[src/rtl/rec_sub_pipe.sv]
// Three-stage pipelined 32-bit parallel-prefix subtractor (diff = a - b) with valid/ready flow control.
// Optional signed-overflow output ovf is enabled by defining REC_SUB_OVF_EN.
module rec_sub_pipe #(
  parameter int WIDTH = 32,
  parameter int LOGW  = 5
) (
  input  logic             clk,
  input  logic             reset,
  input  logic             in_valid,
  output logic             in_ready,
  input  logic [WIDTH-1:0] a,
  input  logic [WIDTH-1:0] b,
  output logic             out_valid,
  input  logic             out_ready,
  output logic [WIDTH-1:0] diff,
  output logic             borrow,
`ifdef REC_SUB_OVF_EN
  output logic             ovf,
`endif
  output logic             zero
);

  localparam int SPLIT = LOGW / 2;

  typedef struct packed {
    logic [WIDTH-1:0] g;
    logic [WIDTH-1:0] p;
  } kgp_t;

  // Kogge-Stone combine over levels [lo, hi); after all levels g[i] is the carry out of bit i.
  function automatic kgp_t prefix_levels(input kgp_t x, input int lo, input int hi);
    kgp_t y;
    kgp_t t;
    int   d;
    int   j;
    y = x;
    for (int lv = 0; lv < LOGW; lv++) begin
      if (lv >= lo && lv < hi) begin
        t = y;
        d = 1 << lv;
        for (int i = 0; i < WIDTH; i++) begin
          j = (i >= d) ? i - d : 0;
          if (i >= d) begin
            y.g[i] = t.g[i] | (t.p[i] & t.g[j]);
            y.p[i] = t.p[i] & t.p[j];
          end
        end
      end
    end
    return y;
  endfunction

  function automatic logic [WIDTH-1:0] prefix_carry(input kgp_t x, input int lo, input int hi);
    kgp_t y;
    y = prefix_levels(x, lo, hi);
    return y.g;
  endfunction

  logic             w_advance;
  logic             r1_valid;
  logic             r2_valid;
  logic             r3_valid;

  logic [WIDTH-1:0] r1_a;
  logic [WIDTH-1:0] r1_nb;
  kgp_t             r2_kgp;
  logic [WIDTH-1:0] r2_hs;

  kgp_t             w_kgp0;
  kgp_t             w_kgp_s2;
  logic [WIDTH-1:0] w_hs;
  logic [WIDTH-1:0] w_carry;
  logic [WIDTH-1:0] w_diff;
  logic             w_borrow;
  logic             w_zero;

  logic [WIDTH-1:0] r3_diff;
  logic             r3_borrow;
  logic             r3_zero;

  // The whole pipe moves together; a held result freezes every stage behind it.
  assign w_advance = ~r3_valid | out_ready;
  assign in_ready  = w_advance;

  // Decode the registered (a, ~b) pairs into kill/generate/propagate; carry-in 1 turns bit-0 propagate into generate.
  always_comb begin
    w_hs      = r1_a ^ r1_nb;
    w_kgp0.g  = r1_a & r1_nb;
    w_kgp0.p  = w_hs;
    w_kgp0.g[0] = r1_a[0] | r1_nb[0];
    w_kgp0.p[0] = 1'b0;
  end

  assign w_kgp_s2 = prefix_levels(w_kgp0, 0, SPLIT);

  assign w_carry  = prefix_carry(r2_kgp, SPLIT, LOGW);
  assign w_diff   = r2_hs ^ {w_carry[WIDTH-2:0], 1'b1};
  assign w_borrow = ~w_carry[WIDTH-1];
  assign w_zero   = ~|w_diff;

  // NOTE: sequential state is always written with non-blocking assignments so every stage samples pre-edge values.
  always_ff @(posedge clk or negedge reset) begin
    if (!reset) begin
      r1_valid <= 1'b0;
      r2_valid <= 1'b0;
      r3_valid <= 1'b0;
    end else if (w_advance) begin
      r1_valid <= in_valid;
      r2_valid <= r1_valid;
      r3_valid <= r2_valid;
    end
  end

  // NOTE: internal operand/KGP registers carry no reset; their valid bits alone decide whether they mean anything.
  always_ff @(posedge clk) begin
    if (w_advance) begin
      r1_a   <= a;
      r1_nb  <= ~b;
      r2_kgp <= w_kgp_s2;
      r2_hs  <= w_hs;
    end
  end

  always_ff @(posedge clk or negedge reset) begin
    if (!reset) begin
      r3_diff   <= '0;
      r3_borrow <= 1'b0;
      r3_zero   <= 1'b0;
    end else if (w_advance) begin
      r3_diff   <= w_diff;
      r3_borrow <= w_borrow;
      r3_zero   <= w_zero;
    end
  end

`ifdef REC_SUB_OVF_EN
  logic r2_a_msb;
  logic r2_b_msb;
  logic r3_ovf;

  always_ff @(posedge clk) begin
    if (w_advance) begin
      r2_a_msb <= r1_a[WIDTH-1];
      r2_b_msb <= ~r1_nb[WIDTH-1];
    end
  end

  // Signed overflow: operand signs differ and the result sign departs from the minuend's.
  always_ff @(posedge clk or negedge reset) begin
    if (!reset) begin
      r3_ovf <= 1'b0;
    end else if (w_advance) begin
      r3_ovf <= (r2_a_msb ^ r2_b_msb) & (w_diff[WIDTH-1] ^ r2_a_msb);
    end
  end

  assign ovf = r3_ovf;
`endif

  assign out_valid = r3_valid;
  assign diff      = r3_diff;
  assign borrow    = r3_borrow;
  assign zero      = r3_zero;

endmodule

[config.mk]
export PLATFORM = sky130hd
export DESIGN_NAME = rec_sub_pipe
export DESIGN_NICKNAME = d
export VERILOG_FILES = /design/src/rtl/rec_sub_pipe.sv
export SDC_FILE = /design/constraint.sdc
export NUM_CORES = 1
export LEC_CHECK = 0
export ABC_AREA = 1
export CORE_MARGIN = 2
export CORE_UTILIZATION = 55
export CTS_CLUSTER_DIAMETER = 50
export DETAILED_ROUTE_END_ITERATION = 7
export DONT_BUFFER_PORTS = 1
export PLACE_DENSITY_LB_ADDON = 0.3
export SLEW_MARGIN = 30
export SYNTH_ARGS = -nofsm -noshare
export SYNTH_HDL_FRONTEND = slang
export SYNTH_SLANG_ARGS = --single-unit
export TNS_END_PERCENT = 30
[constraint.sdc]
create_clock -name clk -period 7.3 [get_ports clk]
set_input_delay 1.46 -clock clk [delete_from_list [all_inputs] [get_ports clk]]
set_output_delay 1.46 -clock clk [all_outputs]
set_load 0.02 [all_outputs]
Word-level counts from Yosys, hierarchy flattened
Cells that the tools add are included.

storage, ports and cells
  register bits after elaboration = 193
  input port bits = 68
  output and inout bits = 36
  word-level logic and storage cells = 377

operators by class
  bitwise gates (word level) = 364
  reductions and logical operators = 2

operators by type and width
  kind                 count
  1-bit bitwise AND    227
  1-bit OR             131
  32-bit XOR           2
  32-bit bitwise AND   1
  32-bit inverter      1
  32-bit OR reduction  1
  1-bit inverter       2
  1-bit zero test      1

Depth between registers and ports, before layout
Gate-level depths: netlist (run 1).

  depth in word-level cells = 9
  mapped depth = 14
  depth with buffers taken out = 14

Worst setup path after synthesis (run 1)
OpenSTA, ideal clock, no wires.

  kind = input -> output
  start = input out_ready
  end = output in_ready
  data arrival time = 6189 ps
  data required time = 5840 ps
  slack = -349 ps
  cell stages on the path = 3
  buffers on the path = 1
  cell sequence = nor2_1 -> clkinv_1 -> clkbuf_1

between the ends
  cells in the longest elaborated chain, start to end = 1

ends and longest elaborated chain
  item         RTL line  source
  from (decl)  14        input logic out_ready,
  1-bit OR     82        assign w_advance = ~r3_valid | out_ready;
  to (decl)    10        output logic in_ready,

No other way between the ends.

Final worst setup path (run 1)
Ends and elaborated chain as after synthesis.

==> qor.yml, run 1 <==
status:
  status: "finished, final reports clean"
global_route:
  grt_max_degree: 77
  grt-ovfl-total: 0
  antenna_found_initial: 0
  grt_pass1_wl_um: 26400
  grt_pass1_vias: 5109
  globalRouteTotalUtil_pct: 21.5
logic_synthesis:
  ys.flop_type: "edfxtp_1"
  syn_nets: 871
  synth_most_common_cell: "nand2_1"
  netlist.area_leader.share_pct: 55.5
  ys_warn_count: 0
  yosys.cell_types.count: 28
  synth_edf_count: 156
  synthTopCellsByCount: "nand2_1, edfxtp_1, inv_1"
  syn_inst: 771
  ys_ff_latch: 193
  netlist_area_um2: 8440
  synth_top_area_cell: "edfxtp_1"
  postSynth.asyncResetShare_pct: 19.2
  synth.area.top_cells: "edfxtp_1, dfrtp_1, nand2_1, inv_1, ha_1"
  ys_seq_area_share_pct: 66.5
  avgSynthCellArea_um2: 10.9
die:
  ioPinCount: 104
  core_area_um2: 15100
  die_area_um2: 16400
  rows: 45
  die_w_um: 128
  initial_core_util_pct: 55.9
  dieHeight_um: 128
setup_path:
  rr_worst_depth: 5
  critPathKind: "in2out"
  critical_path_arrival_ns: 2.20
  cp-start-kind: "input pin"
  crit_required_ns: 5.84
  timing.reg2reg.setup_slack_ns: 4.79
  crit_fanout: 59
  end_kind: "primary output"
  r2r_start: "out_valid$_DFFE_PN0P_"
  r2r-end: "r2_hs[21]$_DFFE_PP_"
clock_tree:
  cts.sinks: 193
  clock-root-buffer: "clkbuf_16"
  numCtsBuffers: 17
  cts_tree: "yes"
  post_cts_resized: 0
  cts.clk_slew.worst_paths_ns: 0.07
  cts_buffer_depth: 2
  cts_setup_buffers: 0
  hold_buffers: 0
  clock_latency_ns: 0.43
  htreeDepth: 4
final_layout:
  layout.nets: 886
  final_cells: 986
  final_util_pct: 61.0
  final_cell_area_um2: 9200
  regArea_um2: 5610
  multi_input_area_um2: 2400
  antennaDiodeCount: 0
  drive_above_1_share_pct: 7.39
  fillers: 1230
  syn2layout_area_growth_pct: 9.04
placement:
  dp_hpwl_um: 12400
  post-place-ws_ns: 3.64
  post_dp_cell_area_um2: 8670
  gp_congestion: 0.877
  io_buffers: 0
  place_inst: 955
sta:
  hold_viol: 0
  fin_skew_ns: 0.00792
  relSlewSlack_pct: 40.1
  finalSetupTns_ns: 0
  slew_viol_final: 0
  setup_slack_ns: 3.64
  finalSetupViolCount: 0
  holdWs_ns: 0.483
  tightest_slew_ns: 0.898
  grt_setup_unrepaired: "no"
  fin_crit_sh_pct: 50.1
  period_needed_ns: 3.66
  max_freq_ghz: 0.273
route:
  drt-initial-drc-count: 310
  ant_nets: 0
  avgRoutedWirePerCell_um: 16.7
  routed_wl_um: 16500
  vias_per_cell: 5.31
  firstDrtPassIters: 5
  vias: 5240
  drc: 0
min_path:
  hold_start: "r2_valid$_DFFE_PN0P_"
  hp-class: "reg2reg"
  hold-path-endpoint: "out_valid$_DFFE_PN0P_"
  holdPathStages: 1
pwr:
  peakVddDrop_uv: 200
  power_mw: 3.68
  power.density_nw_per_um2: 400
  power_leakage_nw: 4.08
flow_run:
  timing.max_cap.violations: 0
[worst max-delay path, stage by stage]
cell,delay (ns)
nor2_2,0.02
buf_4,0.23
inv_6,0.43
[placed cells by master, fill, tap and decap left out, types with 2 or more instances in the layout]
cell and instances:
dfrtp_1 37, nand3_1 27, nand2_2 13, clkinvlp_4 2, clkbuf_16 17, inv_6 2, nand2_1 194, a31oi_1 12
o21ai_0 41, nor3_1 2, clkinv_4 2, nand4_1 6, clkinv_1 2, a21oi_2 4, a21oi_1 37, a21o_1 5
edfxtp_1 156, clkbuf_1 4, xor2_1 8, buf_4 3, ha_1 32, o31ai_1 2, nand3_2 6, inv_1 107
nor2_1 64, nor2_2 4
[logic make-up (layout without fill, tap and decap cells)]
kind of cell / count (synthesis) / count (layout) / share of synthesized area (%)
and+or+nand+nor: 319 / 319 / 15.9
DFF: 193 / 193 / 66.5
buffers and inverters: 115 / 142 / 5.17
AOI/OAI and AO/OA: 103 / 103 / 6.73
adders and majority gates: 32 / 32 / 4.74
xor gates and xnor gates: 9 / 9 / 1.02
[layout make-up]
cell class	instances	share of cell area (%)
flip-flops and latches	193	61.0
repair buffers	3	0.245
clock inverters	10	0.965
multi-input cells	463	26.0
clock buffers	21	4.79
well taps	188	2.56
inverters	108	4.46
[routing by layer]
layer  part of all wire [%]  track usage [%]
met1                     48             31.3
met2                     44             31.8
met3                    6.2             6.18
met4                    1.1             6.53
met5                      0                0
[worst max-delay path by stage]
| stage | from | end | slack, ns |
|---|---|---|---|
| after floorplan | out_ready | in_ready | 2.05 |
| after global placement | out_ready | in_ready | 3.67 |
| after detailed placement | out_ready | in_ready | 3.64 |
| after CTS | out_ready | in_ready | 3.64 |
| after global routing | out_ready | in_ready | 3.58 |
| final | out_ready | in_ready | 3.64 |
[power breakdown]
part	total (mW)	internal (mW)	switching, mW
logic	0.862	0.278	0.584
registers	1.97	1.62	0.351
clock network	0.851	0.466	0.385
[state kept, by name (all words and copies together), names as in the netlist]
signal,cells
r2_hs,32
r2_kgp,60
r1_valid,1
out_valid,1
borrow,1
r1_nb,32
r2_valid,1
r1_a,32
zero,1
diff,32
Power figures use the tool's default switching activity.
==> run 2, diff against run 1 <==
==> constraint.sdc (replaced) <==
create_clock -name clk -period 3.3 [get_ports clk]
set_input_delay 0.66 -clock clk [delete_from_list [all_inputs] [get_ports clk]]
set_output_delay 0.66 -clock clk [all_outputs]
set_load 0.02 [all_outputs]
==> run 2 against run 1 <==
Clock power grew 120%. Register-to-register slack lost 3.4 ns. Core utilization rose by 0.51 points. Total power rose by 120%. Wire length up 0.38%. First-iteration DRC count up 67%. Worst setup slack worse by 2.6 ns. Non-clock buffer count grew 5. Die area unchanged. Global-route usage fell by 0.11 points. Cell area rose by 0.84%.
==> qor.yml, run 2 (synthesis gave the netlist of run 1 again) <==
status:
  status: "finished, final reports clean"  # unchanged
die:
  die_w_um: 128  # unchanged
  core_area_um2: 15100  # unchanged
  die_area_um2: 16400  # unchanged
  ioPinCount: 104  # unchanged
  rows: 45  # unchanged
  dieHeight_um: 128  # unchanged
  initial_core_util_pct: 55.9  # unchanged
pwr:
  p_comb_share_pct: 23.7  # was 23.4%
  swShare_pct: 36.1  # was 35.9%
  switching_power_mw: 2.96  # was 1.32 mW
  power.density_nw_per_um2: 883  # was 400 nW/um^2
  power_leakage_nw: 4.12  # was 4.08 nW
  power_frac_clock_pct: 23.3  # was 23.1%
  intPower_mw: 5.24  # was 2.36 mW
  pwr-share-seq_pct: 53.0  # was 53.4%
  peakVddDrop_uv: 398  # was 200 uV
sta:
  relSlewSlack_pct: 53.4  # was 40.1%
  setup_slack_ns: 1.06  # was 3.64 ns
  holdWs_ns: 0.0565  # was 0.483 ns
  fin_skew_ns: 0.0146  # was 0.00792 ns
  finalSetupTns_ns: 0  # unchanged
  hold_viol: 0  # unchanged
  tightest_slew_ns: 0.699  # was 0.898 ns
  max_freq_ghz: 0.446
  slew_viol_final: 0  # unchanged
  grt_setup_unrepaired: "no"  # unchanged
  fin_crit_sh_pct: 67.9
  finalSetupViolCount: 0  # unchanged
  period_needed_ns: 2.24
route:
  avgRoutedWirePerCell_um: 16.7  # about the same
  routed_wl_um: 16600  # was 16500 um
  firstDrtPassIters: 5  # unchanged
  dr.max_layer_used: "met4"  # unchanged
  vias: 5199  # was 5240
  drt-initial-drc-count: 519  # was 310
  wl_met3_um: 1020  # was 1030 um
  drc: 0  # unchanged
  vias_per_cell: 5.24  # was 5.31
  routed-wl-met2_um: 7390  # was 7310 um
  drt-met1-wl_um: 7970  # was 8000 um
  ant_nets: 0  # unchanged
global_route:
  grt_pass1_wl_um: 25800  # was 26400 um
  grt_pass1_vias: 5037  # was 5109
  grt_max_degree: 73  # was 77
  antenna_found_initial: 0  # unchanged
  globalRouteTotalUtil_pct: 21.4  # was 21.5%
  grt-ovfl-total: 0  # unchanged
final_layout:
  mostFrequentLayoutCells: "nand2_1, edfxtp_1, inv_1, nor2_1, o21ai_0"  # unchanged
  final_common_cell: "nand2_1"  # unchanged
  syn2layout_area_growth_pct: 9.96  # was 9.04%
  multi_input_area_um2: 2400  # unchanged
  largest-register: "r2_kgp"  # unchanged
  antennaDiodeCount: 0  # unchanged
  layout.nets: 891  # was 886
  fillers: 1223  # was 1230
  regArea_um2: 5610  # unchanged
  final_cell_area_um2: 9280  # was 9200 um^2
  largest_reg_flops: 60  # unchanged
  drive_above_1_share_pct: 8.21  # was 7.39%
clock_tree:
  cts.sinks: 193  # unchanged
  hold_buffers: 1  # was 0
  post_cts_resized: 0  # unchanged
  cts_tree: "yes"  # unchanged
  clock-root-buffer: "clkbuf_16"  # unchanged
  cts_setup_buffers: 0  # unchanged
  numCtsBuffers: 17  # unchanged
  clock_latency_ns: 0.44  # was 0.43 ns
  htreeDepth: 4  # unchanged
  cts.clk_slew.worst_paths_ns: 0.07  # about the same
  cts_buffer_depth: 2  # unchanged
min_path:
  hp-class: "in2async"  # was reg2reg
setup_path:
  crit_chain: "inv_1, nor2_2, inv_6"  # was nor2_2, buf_4, inv_6
  cp_slowest_cell: "inv_6"  # unchanged
  end_kind: "primary output"  # unchanged
  cp-start-kind: "register"  # was input pin
  critPathKind: "reg2out"  # was in2out
  critical_path_arrival_ns: 1.58  # was 2.20 ns
  crit_fanout: 72  # was 59
  cpPeakStageDelay_ns: 0.48  # was 0.43 ns
  crit_required_ns: 2.64  # was 5.84 ns
placement:
  post_dp_cell_area_um2: 8720  # was 8670 um^2
  dp_hpwl_um: 12600  # was 12400 um
  gp_congestion: 0.918  # was 0.877
  io_buffers: 0  # unchanged
  post-place-ws_ns: 1.31  # was 3.64 ns
flow_run:
  timing.max_cap.violations: 0  # unchanged
## run 2: changes by cell type in the layout (fill, tap and decap cells not counted)
| cell | previous run | this run |
|---|---|---|
| inv_8 | 0 | 1 |
| clkinvlp_2 | 1 | 0 |
| buf_4 | 3 | 6 |
| buf_12 | 0 | 2 |
| clkinv_1 | 2 | 4 |
| clkbuf_1 | 4 | 1 |
| clkinvlp_4 | 2 | 3 |
| clkinv_2 | 1 | 2 |
## run 2: cell type report
cell class / count / share of cell area (%)
sequential: 193 / 60.4
multi-input combinational: 463 / 25.8
clock buffer: 18 / 4.62
inverter: 108 / 4.42
tap: 188 / 2.53
clock inverter: 14 / 1.24
timing repair buffer: 8 / 0.917
## run 2: metal layers
| metal | track usage, % | vias to the layer above |
|---|---|---|
| met3 | 5.63 | 23 |
| li1 | - | 2627 |
| met5 | 0 | - |
| met1 | 30.6 | 2381 |
| met2 | 32.3 | 168 |
| met4 | 7.11 | 0 |
## run 2: power by group through the flow
stage,Combinational [mW],Sequential [mW],Clock [mW]
after floorplan,1.43,4.19,0
after global placement,1.86,4.38,0
after detailed placement,1.92,4.40,0
after CTS,1.95,4.35,1.94
after global routing,2.22,4.43,2.03
final,1.95,4.34,1.91
## run 2: through the flow
| stage | power (mW) | util [%] | cells |
|---|---|---|---|
| floorplan | 5.62 | - | 771 |
| global placement | 6.24 | 57.8 | 959 |
| detailed placement | 6.32 | 57.8 | 959 |
| CTS | 8.24 | 61.5 | 992 |
| global route | 8.68 | 61.5 | 992 |
| finish | 8.20 | 61.5 | 992 |
## run 2: worst max-delay path: cells and delay by family, from the launching register on
family                 cells  cell delay [ns]
DFF                        1             0.45
buffers and inverters      2             0.58
and+or+nand+nor            1             0.06
## run 2: path summary, 6_finish.rpt
kind                                  startpoint                    end  slack, ns  depth (start not counted)
max                        out_valid$_DFFE_PN0P_               in_ready       1.06                          3
min                                        reset    diff[4]$_DFFE_PN0P_       0.06                          1
max reg2reg                out_valid$_DFFE_PN0P_   r2_kgp[48]$_DFFE_PP_       1.42                          4
min reg2reg                 r2_valid$_DFFE_PN0P_  out_valid$_DFFE_PN0P_       0.49                          1
max in group asynchronous                  reset   diff[10]$_DFFE_PN0P_       3.06                          1
min in group clk                           a[24]     r1_a[24]$_DFFE_PP_       0.31                          0
